[config.mk]
export PLATFORM = sky130hd
export DESIGN_NAME = regfile_op_sequencer
export DESIGN_NICKNAME = d
export VERILOG_FILES = /design/src/rtl/regseq_pkg.sv /design/src/rtl/seq_alu.sv /design/src/rtl/regfile_op_sequencer.sv
export SDC_FILE = /design/constraint.sdc
export NUM_CORES = 1
export LEC_CHECK = 0
export BUFFER_PORTS_ARGS = -buffer_cell sky130_fd_sc_hd__buf_2
export CORE_ASPECT_RATIO = 0.75
export CORE_MARGIN = 2
export CORE_UTILIZATION = 40
export CTS_CLUSTER_SIZE = 8
export DETAILED_ROUTE_END_ITERATION = 8
export PLACE_DENSITY = 0.57
export SETUP_SLACK_MARGIN = 0.05
export SYNTH_ARGS = -nofsm -noshare
export SYNTH_HDL_FRONTEND = slang
export SYNTH_SLANG_ARGS = --single-unit
export TNS_END_PERCENT = 100
[constraint.sdc]
create_clock -name clk -period 5.51 [get_ports clk]
set_input_delay 1.3775 -clock clk [delete_from_list [all_inputs] [get_ports clk]]
set_output_delay 1.3775 -clock clk [all_outputs]
set_load 0.01 [all_outputs]
[src/rtl/regseq_pkg.sv]
// ============================================================================
// Module  : regseq_pkg
// Purpose : Shared opcode/state encodings and address width for the
//           register-file operation sequencer.
// Revision: 1.0 - initial release
// ============================================================================
`default_nettype none

package regseq_pkg;

    localparam int ADDR_W = 2;

    typedef enum logic [2:0] {
        OP_ADD  = 3'b000,
        OP_SUB  = 3'b001,
        OP_AND  = 3'b010,
        OP_OR   = 3'b011,
        OP_XOR  = 3'b100,
        OP_LDI  = 3'b101,
        OP_ADDI = 3'b110,
        OP_MOV  = 3'b111
    } op_e;

    typedef enum logic [1:0] {
        S_IDLE  = 2'd0,
        S_READ  = 2'd1,
        S_EXEC  = 2'd2,
        S_WRITE = 2'd3
    } state_e;

endpackage

`default_nettype wire

[src/rtl/seq_alu.sv]
// ============================================================================
// Module  : seq_alu
// Purpose : Combinational ALU for the sequencer; carry is the ADD/ADDI
//           carry-out or the SUB borrow, zero for all other opcodes.
// Revision: 1.0 - initial release
// ============================================================================
`default_nettype none

module seq_alu
    import regseq_pkg::*;
#(
    parameter int WIDTH = 8
) (
    input  op_e              i_op,
    input  logic [WIDTH-1:0] i_a,
    input  logic [WIDTH-1:0] i_b,
    input  logic [WIDTH-1:0] i_imm,
    output logic [WIDTH-1:0] o_result,
    output logic             o_carry
);

    logic [WIDTH:0] w_wide;

    always_comb begin
        w_wide   = '0;
        o_result = '0;
        o_carry  = 1'b0;
        case (i_op)
            OP_ADD: begin
                w_wide   = {1'b0, i_a} + {1'b0, i_b};
                o_result = w_wide[WIDTH-1:0];
                o_carry  = w_wide[WIDTH];
            end
            OP_SUB: begin
                // Top bit of the widened difference is the unsigned borrow.
                w_wide   = {1'b0, i_a} - {1'b0, i_b};
                o_result = w_wide[WIDTH-1:0];
                o_carry  = w_wide[WIDTH];
            end
            OP_AND:  o_result = i_a & i_b;
            OP_OR:   o_result = i_a | i_b;
            OP_XOR:  o_result = i_a ^ i_b;
            OP_LDI:  o_result = i_imm;
            OP_ADDI: begin
                w_wide   = {1'b0, i_a} + {1'b0, i_imm};
                o_result = w_wide[WIDTH-1:0];
                o_carry  = w_wide[WIDTH];
            end
            OP_MOV:  o_result = i_a;
            default: o_result = '0;
        endcase
    end

endmodule

`default_nettype wire

[src/rtl/regfile_op_sequencer.sv]
// ============================================================================
// Module  : regfile_op_sequencer
// Purpose : Four-phase (IDLE/READ/EXEC/WRITE) instruction sequencer driving a
//           4-entry register file. Optional flags enabled by SEQ_FLAGS_EN.
// Revision: 1.0 - initial release
// ============================================================================
`default_nettype none

module regfile_op_sequencer
    import regseq_pkg::*;
#(
    parameter int WIDTH = 8
) (
    input  logic              clk,
    input  logic              reset,
    input  logic              instr_valid,
    output logic              instr_ready,
    input  logic [2:0]        instr_op,
    input  logic [ADDR_W-1:0] instr_rd,
    input  logic [ADDR_W-1:0] instr_rs1,
    input  logic [ADDR_W-1:0] instr_rs2,
    input  logic [WIDTH-1:0]  instr_imm,
    output logic              rf_we,
    output logic [ADDR_W-1:0] rf_addr_input,
    output logic [ADDR_W-1:0] rf_addr_out1,
    output logic [ADDR_W-1:0] rf_addr_out2,
    output logic [WIDTH-1:0]  rf_data,
    input  logic [WIDTH-1:0]  rf_out1,
    input  logic [WIDTH-1:0]  rf_out2,
    output logic              done,
    output logic [WIDTH-1:0]  result
`ifdef SEQ_FLAGS_EN
    ,
    output logic              zero_flag,
    output logic              carry_flag
`endif
);

    state_e            r_state;
    state_e            w_state_next;

    op_e               r_op;
    logic [ADDR_W-1:0] r_rd;
    logic [ADDR_W-1:0] r_rs1;
    logic [ADDR_W-1:0] r_rs2;
    logic [WIDTH-1:0]  r_imm;
    logic [WIDTH-1:0]  r_a;
    logic [WIDTH-1:0]  r_b;
    logic [WIDTH-1:0]  r_result;

    logic [WIDTH-1:0]  w_alu_result;
`ifdef SEQ_FLAGS_EN
    logic              w_alu_carry;
    logic              r_zero;
    logic              r_carry;
`else
    logic              w_unused_carry;
`endif

    seq_alu #(
        .WIDTH    (WIDTH)
    ) u_alu (
        .i_op     (r_op),
        .i_a      (r_a),
        .i_b      (r_b),
        .i_imm    (r_imm),
        .o_result (w_alu_result),
`ifdef SEQ_FLAGS_EN
        .o_carry  (w_alu_carry)
`else
        .o_carry  (w_unused_carry)
`endif
    );

    always_ff @(posedge clk or posedge reset) begin
        if (reset) begin
            r_state <= S_IDLE;
        end else begin
            r_state <= w_state_next;
        end
    end

    // Handshake outputs decode straight from state so reset drops rf_we at once.
    always_comb begin
        w_state_next = r_state;
        instr_ready  = 1'b0;
        rf_we        = 1'b0;
        done         = 1'b0;
        case (r_state)
            S_IDLE: begin
                instr_ready = 1'b1;
                if (instr_valid) begin
                    w_state_next = S_READ;
                end
            end
            S_READ:  w_state_next = S_EXEC;
            S_EXEC:  w_state_next = S_WRITE;
            S_WRITE: begin
                rf_we        = 1'b1;
                done         = 1'b1;
                w_state_next = S_IDLE;
            end
            default: w_state_next = S_IDLE;
        endcase
    end

    always_ff @(posedge clk or posedge reset) begin
        if (reset) begin
            r_op     <= OP_ADD;
            r_rd     <= '0;
            r_rs1    <= '0;
            r_rs2    <= '0;
            r_imm    <= '0;
            r_a      <= '0;
            r_b      <= '0;
            r_result <= '0;
`ifdef SEQ_FLAGS_EN
            r_zero   <= 1'b0;
            r_carry  <= 1'b0;
`endif
        end else begin
            case (r_state)
                S_IDLE: begin
                    if (instr_valid) begin
                        r_op  <= op_e'(instr_op);
                        r_rd  <= instr_rd;
                        r_rs1 <= instr_rs1;
                        r_rs2 <= instr_rs2;
                        r_imm <= instr_imm;
                    end
                end
                S_READ: begin
                    r_a <= rf_out1;
                    r_b <= rf_out2;
                end
                S_EXEC: begin
                    r_result <= w_alu_result;
`ifdef SEQ_FLAGS_EN
                    r_zero   <= (w_alu_result == '0);
                    r_carry  <= w_alu_carry;
`endif
                end
                default: ;
            endcase
        end
    end

    // Read addresses come from the latched fields, so they hold outside READ.
    assign rf_addr_out1  = r_rs1;
    assign rf_addr_out2  = r_rs2;
    assign rf_addr_input = r_rd;
    assign rf_data       = r_result;
    assign result        = r_result;
`ifdef SEQ_FLAGS_EN
    assign zero_flag     = r_zero;
    assign carry_flag    = r_carry;
`endif

endmodule

`default_nettype wire

==> results of run 1 <==
-- worst max-delay path, delay by kind of cell (launching register included) --
family | cells | cell delay (ns)
buffers and inverters | 1 | 0.29
AO/OA/AOI/OAI | 5 | 1.33
flip-flops | 1 | 1.00
adder cells (fa/ha/maj) | 1 | 0.34
AND/OR/NAND/NOR | 3 | 0.67
-- cell type report --
class | instances | area, um2 | area share [%]
multi-input combinational | 229 | 1690 | 49.6
clock buffer | 5 | 68.8 | 2.03
timing repair buffer | 60 | 300 | 8.84
clock inverter | 2 | 37.5 | 1.11
inverter | 27 | 101 | 2.98
sequential | 43 | 1080 | 31.7
tap | 101 | 126 | 3.72
-- registers in the layout (all words and copies together) (netlist names) --
register and count:
rf_addr_out2 2, rf_addr_out1 2, r_a 8, r_imm 8, r_op 3, r_b 8
r_state 2, rf_addr_input 2, result 8
-- final timing paths --
path                                       start                to  slack [ns]
min in group asynchronous                  reset   rf_addr_out2[0]        1.26
worst max register to register           r_op[0]         result[7]        1.75
worst min-delay path            rf_addr_input[0]  rf_addr_input[0]        0.49
worst min register to register  rf_addr_input[0]  rf_addr_input[0]        0.49
worst max-delay path                     r_op[0]         result[7]        1.75
max in group asynchronous                  reset         result[1]        3.67
-- per-stage QoR --
stage	hold slack, ns	power (uW)	instance area, um2	utilization (%)
after detailed placement	0.476	2180	3290	45.1
after global routing	0.521	2660	3400	46.5
after floorplan	0.488	1820	3010	-
after global placement	0.471	2150	3290	45.1
final	0.493	2430	3400	46.5
after CTS	0.499	2430	3400	46.5
-- cell usage after synthesis (4+ instances only) --
cell type,count
a21oi_1,16
a221oi_1,4
buf_4,10
clkbuf_1,11
dfrtp_1,43
ha_1,28
inv_1,22
inv_2,4
mux2_1,4
mux2_2,14
mux2i_1,5
nand2_1,31
nand2b_1,6
nor2_1,13
o21a_1,4
o21ai_0,28
o21ai_1,7
o22ai_1,10
o31ai_1,5
-- power by group --
group	leakage [uW]	switching, uW	internal (uW)
registers	0.000518	270	476
clock network	0.0000502	116	133
logic	0.00101	780	654
total	0.00158	1170	1260
-- kinds of logic after synthesis --
group / Yosys count / synth area share [%]
and+or+nand+nor: 73 / 12.6
buffers and inverters: 52 / 8.12
adders and majority gates: 29 / 12.3
muxes: 23 / 8.41
DFF: 43 / 35.8
AOI/OAI and AO/OA: 100 / 21.6
xor gates and xnor gates: 4 / 1.17
-- layer usage --
metal | vias up | wire length (um) | GRT usage, %
met2 | 69 | 3320 | 28.6
met4 | 0 | 42 | 4.59
met1 | 1197 | 3590 | 26.6
met3 | 4 | 435 | 4.35
met5 | - | 0 | 0
li1 | 1244 | - | -
==> results.py, run 1 <==
metrics = {
    "run_status": {
        "outcome": "completed",
    },
    "finish": {
        "fillCellCount": 743,
        "drive_gt1_share_pct": 25.4,
        "mostFrequentLayoutCell": "buf_2",
        "nNetsFinal": 431,
        "area_growth_syn_to_layout_pct": 13.0,
        "antenna_cells": 0,
        "final_cells": 467,
        "mostFrequentLayoutCells": "buf_2, dfrtp_1, nand2_1",
    },
    "timing": {
        "fmax_mhz": 266,
        "hold_viol": 0,
        "min_period_ns": 3.76,
        "drv_slew": 0,
        "clock-skew-final_ns": 0.00790,
        "slew_headroom_pct": 33.5,
        "fin_setup_tns_ns": 0,
        "setup_viol": 0,
        "grt_setup_unrepaired": "false",
        "setup_slack_ns": 1.75,
        "finalCritPeriodShare_pct": 68.2,
        "worst_pin_slew_ns": 0.997,
    },
    "detailed_routing": {
        "drt_iter0_drc": 215,
        "vias_per_cell": 5.38,
        "ant_nets": 0,
        "wirelength_um": 7390,
        "first_pass_iters": 5,
        "drc": 0,
        "wire_per_inst_um": 15.8,
        "via_count": 2514,
    },
    "clock_network": {
        "cts_made_buffers": 5,
        "cts_sinks": 43,
        "htree_levels": 2,
        "cts_setup_buffers": 0,
        "cts_root_buffer": "clkbuf_8",
        "cts_tree": "done",
        "cts.repair.resized": 0,
        "cts_buffer_depth": 2,
        "ctsHoldBuffers": 0,
        "worst_skew_pair.late_latency_ns": 0.31,
        "clkSlewWorstSetupHoldPaths_ns": 0.09,
    },
    "power": {
        "cellLeakagePower_uw": 0.00158,
        "p_per_area_nw_per_um2": 715,
        "vdd_drop_max_mv": 0.295,
    },
    "floorplan": {
        "core-area_um2": 7300,
        "initial_core_util_pct": 41.2,
        "io-pin-count": 61,
        "dieArea_um2": 8230,
        "die_x_um": 104,
        "fp-row-count": 27,
        "die_h_um": 79.1,
    },
    "logic_synthesis": {
        "ys_seq_elements": 43,
        "synthDistinctLibCells": 58,
        "synth_edf_count": 0,
        "synth_fp_nets": 389,
        "netlist.area_leader.share_pct": 35.8,
        "synth-seq-area-share_pct": 35.8,
        "syn-instance-count": 324,
        "yosysTopAreaCell": "dfrtp_1",
        "yosys_warnings": 0,
        "synth_area_leaders": "dfrtp_1, ha_1, mux2_2",
        "avgSynthCellArea_um2": 9.28,
        "synth_flop_cell": "dfrtp_1",
        "syn_area_um2": 3010,
        "async_flop_share_pct": 100,
    },
    "worst_setup_path": {
        "slowest_delay_ns": 1.00,
        "cp.arrival_ns": 3.95,
        "crit_fanout": 32,
        "crit_slowest_cell": "dfrtp_1",
        "setup.worst_path.class": "reg -> reg",
        "cp-start-kind": "flip-flop",
        "cp_cell_sequence": "inv_2 > nand2_1 > o22ai_1 > a221oi_1 > ha_1 > and3_1 > a41o_1 > o41ai_1 > a211oi_2 > nand3b_1",
        "end_kind": "flip-flop",
        "rr_worst_depth": 10,
        "worstPathRequired_ns": 5.70,
    },
    "placed_design": {
        "io_buffers": 60,
        "hpwlAfterDp_um": 5500,
        "dp_cells": 460,
        "pre_cts_slack_ns": 1.83,
        "gp_congestion": 0.910,
    },
    "global_route": {
        "grt_pass1_vias": 2349,
        "grt_use_total_pct": 18.6,
        "overflow": 0,
        "grt_max_degree": 44,
        "grt_antenna_before_repair": 0,
        "grt_pass1_wl_um": 12100,
    },
    "min_path": {
        "holdPathStages": 1,
        "hold_class": "reg -> reg",
    },
    "flow_run": {
        "maxCapViolations": 0,
    },
}
No activity file was read; power rests on OpenSTA's default activity.
==> run 2, diff against run 1 <==
--- a/config.mk
+++ b/config.mk
@@ -5,13 +5,14 @@
 export SDC_FILE = /design/constraint.sdc
 export NUM_CORES = 1
 export LEC_CHECK = 0
+export ABC_AREA = 1
 export BUFFER_PORTS_ARGS = -buffer_cell sky130_fd_sc_hd__buf_2
 export CORE_ASPECT_RATIO = 0.75
 export CORE_MARGIN = 2
 export CORE_UTILIZATION = 40
 export CTS_CLUSTER_SIZE = 8
 export DETAILED_ROUTE_END_ITERATION = 8
-export PLACE_DENSITY = 0.57
+export PLACE_DENSITY = 0.6
 export SETUP_SLACK_MARGIN = 0.05
 export SYNTH_ARGS = -nofsm -noshare
 export SYNTH_HDL_FRONTEND = slang
==> constraint.sdc (replaced) <==
create_clock -name clk -period 3.1 [get_ports clk]
set_input_delay 0.775 -clock clk [delete_from_list [all_inputs] [get_ports clk]]
set_output_delay 0.775 -clock clk [all_outputs]
set_load 0.01 [all_outputs]
==> run 2 against run 1 <==
  * Worst hold slack about the same
  * Utilization grew 1.2 points
  * Clock-buffer cell count did not move
  * Largest cell class unchanged
  * Largest power group unchanged
==> results.py, run 2 <==
metrics = {
    "run_status": {
        "outcome": "completed",
    },
    "global_route": {
        "grt_use_total_pct": 18.9,
        "grt_antenna_before_repair": 0,
        "grt_max_degree": 33,
        "grt_pass1_wl_um": 11600,
        "overflow": 0,
        "grt_pass1_vias": 2438,
    },
    "logic_synthesis": {
        "synthDistinctLibCells": 34,
        "yosysMostFrequentCell": "nand2_1",
        "synth-seq-area-share_pct": 38.4,
        "synth_top_family_by_area": "simple AND/OR/NAND/NOR gates",
        "syn-instance-count": 346,
        "yosys.area_share.adder_pct": 13.2,
        "muxShareOfSynthArea_pct": 3.22,
        "async_flop_share_pct": 100,
        "synth_edf_count": 0,
        "netlist.area_leader.share_pct": 38.4,
        "synth_fp_nets": 411,
        "synth_area_leaders": "dfrtp_1, ha_1, nand2_1",
        "synth-xor-area-share_pct": 0.938,
        "synth_flop_cell": "dfrtp_1",
        "ys_seq_elements": 43,
        "yosysTopAreaCell": "dfrtp_1",
        "yosys_warnings": 0,
        "synthTopCellsByCount": "nand2_1, dfrtp_1, inv_1",
        "synthSimpleGateAreaFrac_pct": 19.1,
        "synth_compound_area_share_pct": 15.4,
        "avgSynthCellArea_um2": 8.09,
        "syn_area_um2": 2800,
    },
    "detailed_routing": {
        "vias_per_cell": 5.01,
        "first_pass_iters": 4,
        "drt_iter0_drc": 177,
        "ant_nets": 0,
        "drc": 0,
        "wire_per_inst_um": 14.3,
        "wirelength_um": 6910,
        "via_count": 2431,
    },
    "worst_setup_path": {
        "cp_cell_sequence": "inv_2 > nand3_2 > inv_1 > nand3_1 > o211ai_1 > o21ai_0 > inv_1 > ha_1 > a21oi_1 > nand2_1 > a21oi_1 > or2_2 > a21oi_1 > o21ai_0 > nand2_1",
        "cp.arrival_ns": 2.75,
        "crit_slowest_cell": "dfrtp_1",
        "end_kind": "flip-flop",
        "crit_cells": 15,
        "cp-start-kind": "flip-flop",
        "worstPathRequired_ns": 3.29,
        "slowest_delay_ns": 0.45,
        "path_buf_inv": 3,
        "critical-path-top-delay-family": "compound AO/OA/AOI/OAI gates",
        "rr_worst_depth": 15,
        "crit_fanout": 8,
        "critPathMostFrequentCell": "a21oi_1",
        "setup.worst_path.class": "reg -> reg",
    },
    "finish": {
        "area_growth_syn_to_layout_pct": 15.8,
        "fin_util_pct": 47.7,
        "mostFrequentLayoutCell": "nand2_1",
        "antenna_cells": 0,
        "drive_gt1_share_pct": 23.2,
        "mostFrequentLayoutCells": "nand2_1, buf_2, dfrtp_1",
        "nNetsFinal": 466,
    },
    "timing": {
        "slew_headroom_pct": 41.1,
        "drv_slew": 0,
        "finalCritPeriodShare_pct": 82.8,
        "worst_pin_slew_ns": 0.878,
        "clock-skew-final_ns": 0.00756,
        "setup_viol": 0,
        "min_period_ns": 2.57,
        "grt_setup_unrepaired": "false",
        "hold_viol": 0,
        "fin_setup_tns_ns": 0,
        "setup_slack_ns": 0.534,
        "fmax_mhz": 390,
    },
    "floorplan": {
        "fp-row-count": 26,
        "core-area_um2": 6800,
        "initial_core_util_pct": 41.2,
        "die_h_um": 76.5,
        "die_x_um": 101,
        "dieArea_um2": 7690,
        "io-pin-count": 61,
    },
    "clock_network": {
        "worst_skew_pair.late_latency_ns": 0.30,
        "cts_root_buffer": "clkbuf_8",
        "ctsHoldBuffers": 0,
        "htree_levels": 2,
        "cts_tree": "done",
        "cts_sinks": 43,
        "cts_buffer_depth": 2,
        "cts.repair.resized": 0,
        "cts_made_buffers": 5,
        "clkSlewWorstSetupHoldPaths_ns": 0.09,
        "cts_setup_buffers": 0,
    },
    "power": {
        "power_frac_comb_pct": 59.4,
        "cellLeakagePower_uw": 0.00167,
        "p_int_uw": 1950,
        "seqPwrFrac_pct": 29.0,
        "swShare_pct": 48.6,
        "p_sw_uw": 1840,
        "p_per_area_nw_per_um2": 1170,
        "vdd_drop_max_mv": 0.460,
        "clkPwrFrac_pct": 11.6,
    },
    "min_path": {
        "hold_class": "reg -> reg",
        "holdPathStages": 2,
    },
    "placed_design": {
        "hpwlAfterDp_um": 5380,
        "io_buffers": 60,
        "pre_cts_slack_ns": 0.608,
        "gp_congestion": 0.897,
    },
    "flow_run": {
        "maxCapViolations": 0,
    },
}
## run 2: cell count changes in the layout (fill, tap and decap cells not counted), sizes merged, moves of 8 or more
cell   change
inv       +20
mux2      -10
nand2     +44
nand3     +20
nor2      +14
o22ai      -8
## run 2: stage by stage
step	instances	power (uW)	hold WS (ns)	instance area [um2]
after floorplan	346	2760	0.489	2800
after global placement	478	3300	0.482	3140
after detailed placement	478	3350	0.478	3140
after CTS	485	3800	0.500	3240
after global routing	485	4200	0.533	3240
final	485	3790	0.493	3240
## run 2: worst reg2reg max path: stages (launching register included)
cell	delay [ns]
dfrtp_1	0.45
inv_2	0.12
nand3_2	0.13
inv_1	0.25
nand3_1	0.12
o211ai_1	0.10
o21ai_0	0.10
inv_1	0.06
ha_1	0.26
a21oi_1	0.14
nand2_1	0.12
a21oi_1	0.19
or2_2	0.13
a21oi_1	0.05
o21ai_0	0.15
nand2_1	0.06
## run 2: final cells by class
| type | instances | area (um2) |
|---|---|---|
| fill | 674 | 3560 |
| multi-input combinational | 240 | 1450 |
| sequential | 43 | 1080 |
| timing repair buffer | 63 | 323 |
| inverter | 48 | 180 |
| tap | 84 | 105 |
| clock buffer | 5 | 68.8 |
| clock inverter | 2 | 37.5 |
## run 2: cells by family after synthesis
| group | count (synthesis) |
|---|---|
| AO/OA/AOI/OAI | 74 |
| AND/OR/NAND/NOR | 126 |
| adder cells (fa/ha/maj) | 29 |
| multiplexers | 8 |
| buffers and inverters | 63 |
| flip-flops | 43 |
| XOR/XNOR | 3 |
## run 2: power groups by stage
stage	sequential, uW	clock (uW)	combinational, uW
3_3_place_gp	1100	0	2200
5_1_grt	1140	477	2580
3_5_place_dp	1110	0	2240
4_1_cts	1100	450	2250
2_1_floorplan	1090	0	1670
6_report	1100	438	2250
## run 2: final timing paths
| path | endpoint | slack (ns) | from |
|---|---|---|---|
| hold reg to reg | result[5] | 0.49 | result[5] |
| hold / removal | result[5] | 0.49 | result[5] |
| setup reg to reg | result[5] | 0.53 | r_op[2] |
| min in group asynchronous | rf_addr_out2[0] | 0.54 | reset |
| max in group asynchronous | result[1] | 1.84 | reset |
| setup / recovery | result[5] | 0.53 | r_op[2] |
## run 2: routing by layer
| layer | up-vias | global-route usage (%) | part of all wire (%) | wire (um) |
|---|---|---|---|---|
| met3 | 2 | 4.50 | 6.9 | 477 |
| met4 | 0 | 3.42 | 0.22 | 15 |
| li1 | 1247 | - | - | - |
| met1 | 1108 | 28.7 | 51 | 3520 |
| met2 | 74 | 27.3 | 42 | 2900 |
| met5 | - | 0 | 0 | 0 |
==> run 3, diff against run 2 <==
--- a/config.mk
+++ b/config.mk
@@ -12,7 +12,7 @@
 export CORE_UTILIZATION = 40
 export CTS_CLUSTER_SIZE = 8
 export DETAILED_ROUTE_END_ITERATION = 8
-export PLACE_DENSITY = 0.6
+export PLACE_DENSITY = 0.58
 export SETUP_SLACK_MARGIN = 0.05
 export SYNTH_ARGS = -nofsm -noshare
 export SYNTH_HDL_FRONTEND = slang
==> constraint.sdc (replaced) <==
create_clock -name clk -period 2.65 [get_ports clk]
set_input_delay 0.6625 -clock clk [delete_from_list [all_inputs] [get_ports clk]]
set_output_delay 0.6625 -clock clk [all_outputs]
set_load 0.01 [all_outputs]
==> run 3 against run 2 <==
  * Setup slack got worse by 0.34 ns
  * Routed wire length rose by 2.5%
  * Clock power increased by 23%
  * Critical path depth up 2
  * Highest routed layer unchanged
  * Cell count rose by 2.9%
  * Global-route usage decreased by 0.53 points
  * Die area unchanged
  * Sequential power grew 19%
  * Utilization up 3.1 points
  * Maximum frequency up 4.5%
  * Critical endpoint unchanged
==> results.py, run 3 (same netlist as run 2, synthesis figures left out) <==
metrics = {
    "worst_setup_path": {
        "cp.arrival_ns": 2.71,
        "end_kind": "flip-flop",
        "setup.worst_path.class": "reg -> reg",
        "worstPathRequired_ns": 2.90,
        "cp-start-kind": "flip-flop",
        "crit_fanout": 4,
    },
    "placed_design": {
        "io_buffers": 60,
        "dp_cells": 481,
        "gp_congestion": 0.868,
        "hpwlAfterDp_um": 5160,
        "dpl-instance-area_um2": 3160,
    },
    "floorplan": {
        "io-pin-count": 61,
        "die_h_um": 76.5,
        "core-area_um2": 6800,
        "fp-row-count": 26,
        "die_x_um": 101,
        "dieArea_um2": 7690,
        "initial_core_util_pct": 41.2,
    },
    "global_route": {
        "grt_use_total_pct": 18.4,
        "grt_max_degree": 44,
        "overflow": 0,
        "grt_pass1_vias": 2326,
        "grt_antenna_before_repair": 0,
        "grt_pass1_wl_um": 11300,
    },
    "timing": {
        "min_period_ns": 2.46,
        "hold_viol": 0,
        "whs_ns": 0.471,
        "clock-skew-final_ns": 0.0153,
        "finalCritPeriodShare_pct": 92.7,
        "fmax_mhz": 407,
        "slew_headroom_pct": 62.7,
        "drv_slew": 0,
        "grt_setup_unrepaired": "true",
        "setup_viol": 0,
        "worst_pin_slew_ns": 0.560,
    },
    "power": {
        "p_per_area_nw_per_um2": 1430,
        "cellLeakagePower_uw": 0.00174,
        "p_sw_uw": 2380,
        "vdd_drop_max_mv": 0.486,
        "power_frac_comb_pct": 62.6,
        "swShare_pct": 48.0,
        "seqPwrFrac_pct": 26.5,
        "p_int_uw": 2570,
        "clkPwrFrac_pct": 10.9,
    },
    "detailed_routing": {
        "wire_per_inst_um": 14.2,
        "via_count": 2547,
        "first_pass_iters": 4,
        "ant_nets": 0,
        "drc": 0,
        "vias_per_cell": 5.10,
        "drt_iter0_drc": 115,
        "wirelength_um": 7080,
    },
    "finish": {
        "final_cells": 499,
        "mostFrequentLayoutCells": "nand2_1, buf_2, dfrtp_1",
        "stdcell_area_um2": 3450,
        "antenna_cells": 0,
        "mostFrequentLayoutCell": "nand2_1",
        "area_growth_syn_to_layout_pct": 23.3,
        "fillCellCount": 682,
        "nNetsFinal": 479,
        "drive_gt1_share_pct": 32.5,
    },
    "clock_network": {
        "htree_levels": 2,
        "clkSlewWorstSetupHoldPaths_ns": 0.10,
        "ctsHoldBuffers": 0,
        "cts_buffer_depth": 2,
        "cts_sinks": 43,
        "cts_root_buffer": "clkbuf_8",
        "worst_skew_pair.late_latency_ns": 0.31,
        "cts_made_buffers": 5,
        "cts_tree": "done",
    },
    "run_status": {
        "outcome": "completed",
    },
    "min_path": {
        "hold_class": "in -> async",
    },
    "flow_run": {
        "maxCapViolations": 0,
    },
}
run 3: power groups by stage:
stage          sequential [uW]  combinational [uW]  clock [uW]
2_1_floorplan             1280                1960           0
3_3_place_gp              1290                2620           0
3_5_place_dp              1290                2660           0
4_1_cts                   1280                2670         549
5_1_grt                   1360                3530         578
6_report                  1310                3100         537
run 3: layout make-up:
type / count / area, um2 / share of cell area [%]
well taps: 84 / 105 / 3.04
flip-flops and latches: 43 / 1080 / 31.3
inverters: 48 / 184 / 5.33
clock inverters: 3 / 46.3 / 1.34
multi-input cells: 240 / 1550 / 44.8
clock buffers: 5 / 68.8 / 1.99
repair buffers: 76 / 420 / 12.2
run 3: through the flow:
step           TNS [ns]  power (uW)  setup slack (ns)  utilization [%]
2_1_floorplan         0        3230             0.413                -
3_3_place_gp          0        3900             0.253             46.5
3_5_place_dp          0        3950             0.174             46.5
4_1_cts               0        4500             0.151             48.2
5_1_grt         -0.0953        5460           -0.0536             50.8
6_report              0        4940             0.195             50.8
run 3: worst max-delay path, cell delays in order, from the launching register on:
cell and delay (ns):
dfrtp_1 0.43, inv_2 0.11, ha_4 0.13, inv_2 0.04
nor2_2 0.11, inv_2 0.07, nor3_4 0.19, inv_1 0.07
nand3_1 0.08, a31oi_2 0.10, ha_1 0.36, nand2_1 0.08
inv_2 0.06, a21oi_2 0.05, or2_2 0.27, a21oi_1 0.12
o21ai_1 0.07, nand2_1 0.06
run 3: worst paths after layout:
kind | start | end | slack (ns) | cells after the start
worst max-delay path | r_b[0] | result[5] | 0.19 | 17
worst min-delay path | reset | rf_addr_out1[0] | 0.47 | 3
worst max register to register | r_b[0] | result[5] | 0.19 | 17
worst min register to register | result[5] | result[5] | 0.50 | 2
max in group asynchronous | reset | r_op[1] | 1.77 | 3
min in group clk | result[5] | result[5] | 0.50 | 2
run 3: repair_timing:
item                                    in CTS  in global routing
buffers inserted                             0                 10
endpoints found under the setup margin       0                  4
gates resized for setup                      0                 32
run 3: layer usage:
| metal | part of all wire [%] | global-route usage (%) |
|---|---|---|
| met1 | 51 | 28.7 |
| met2 | 42 | 26.1 |
| met3 | 5.5 | 3.76 |
| met4 | 0.89 | 3.42 |
| met5 | 0 | 0 |
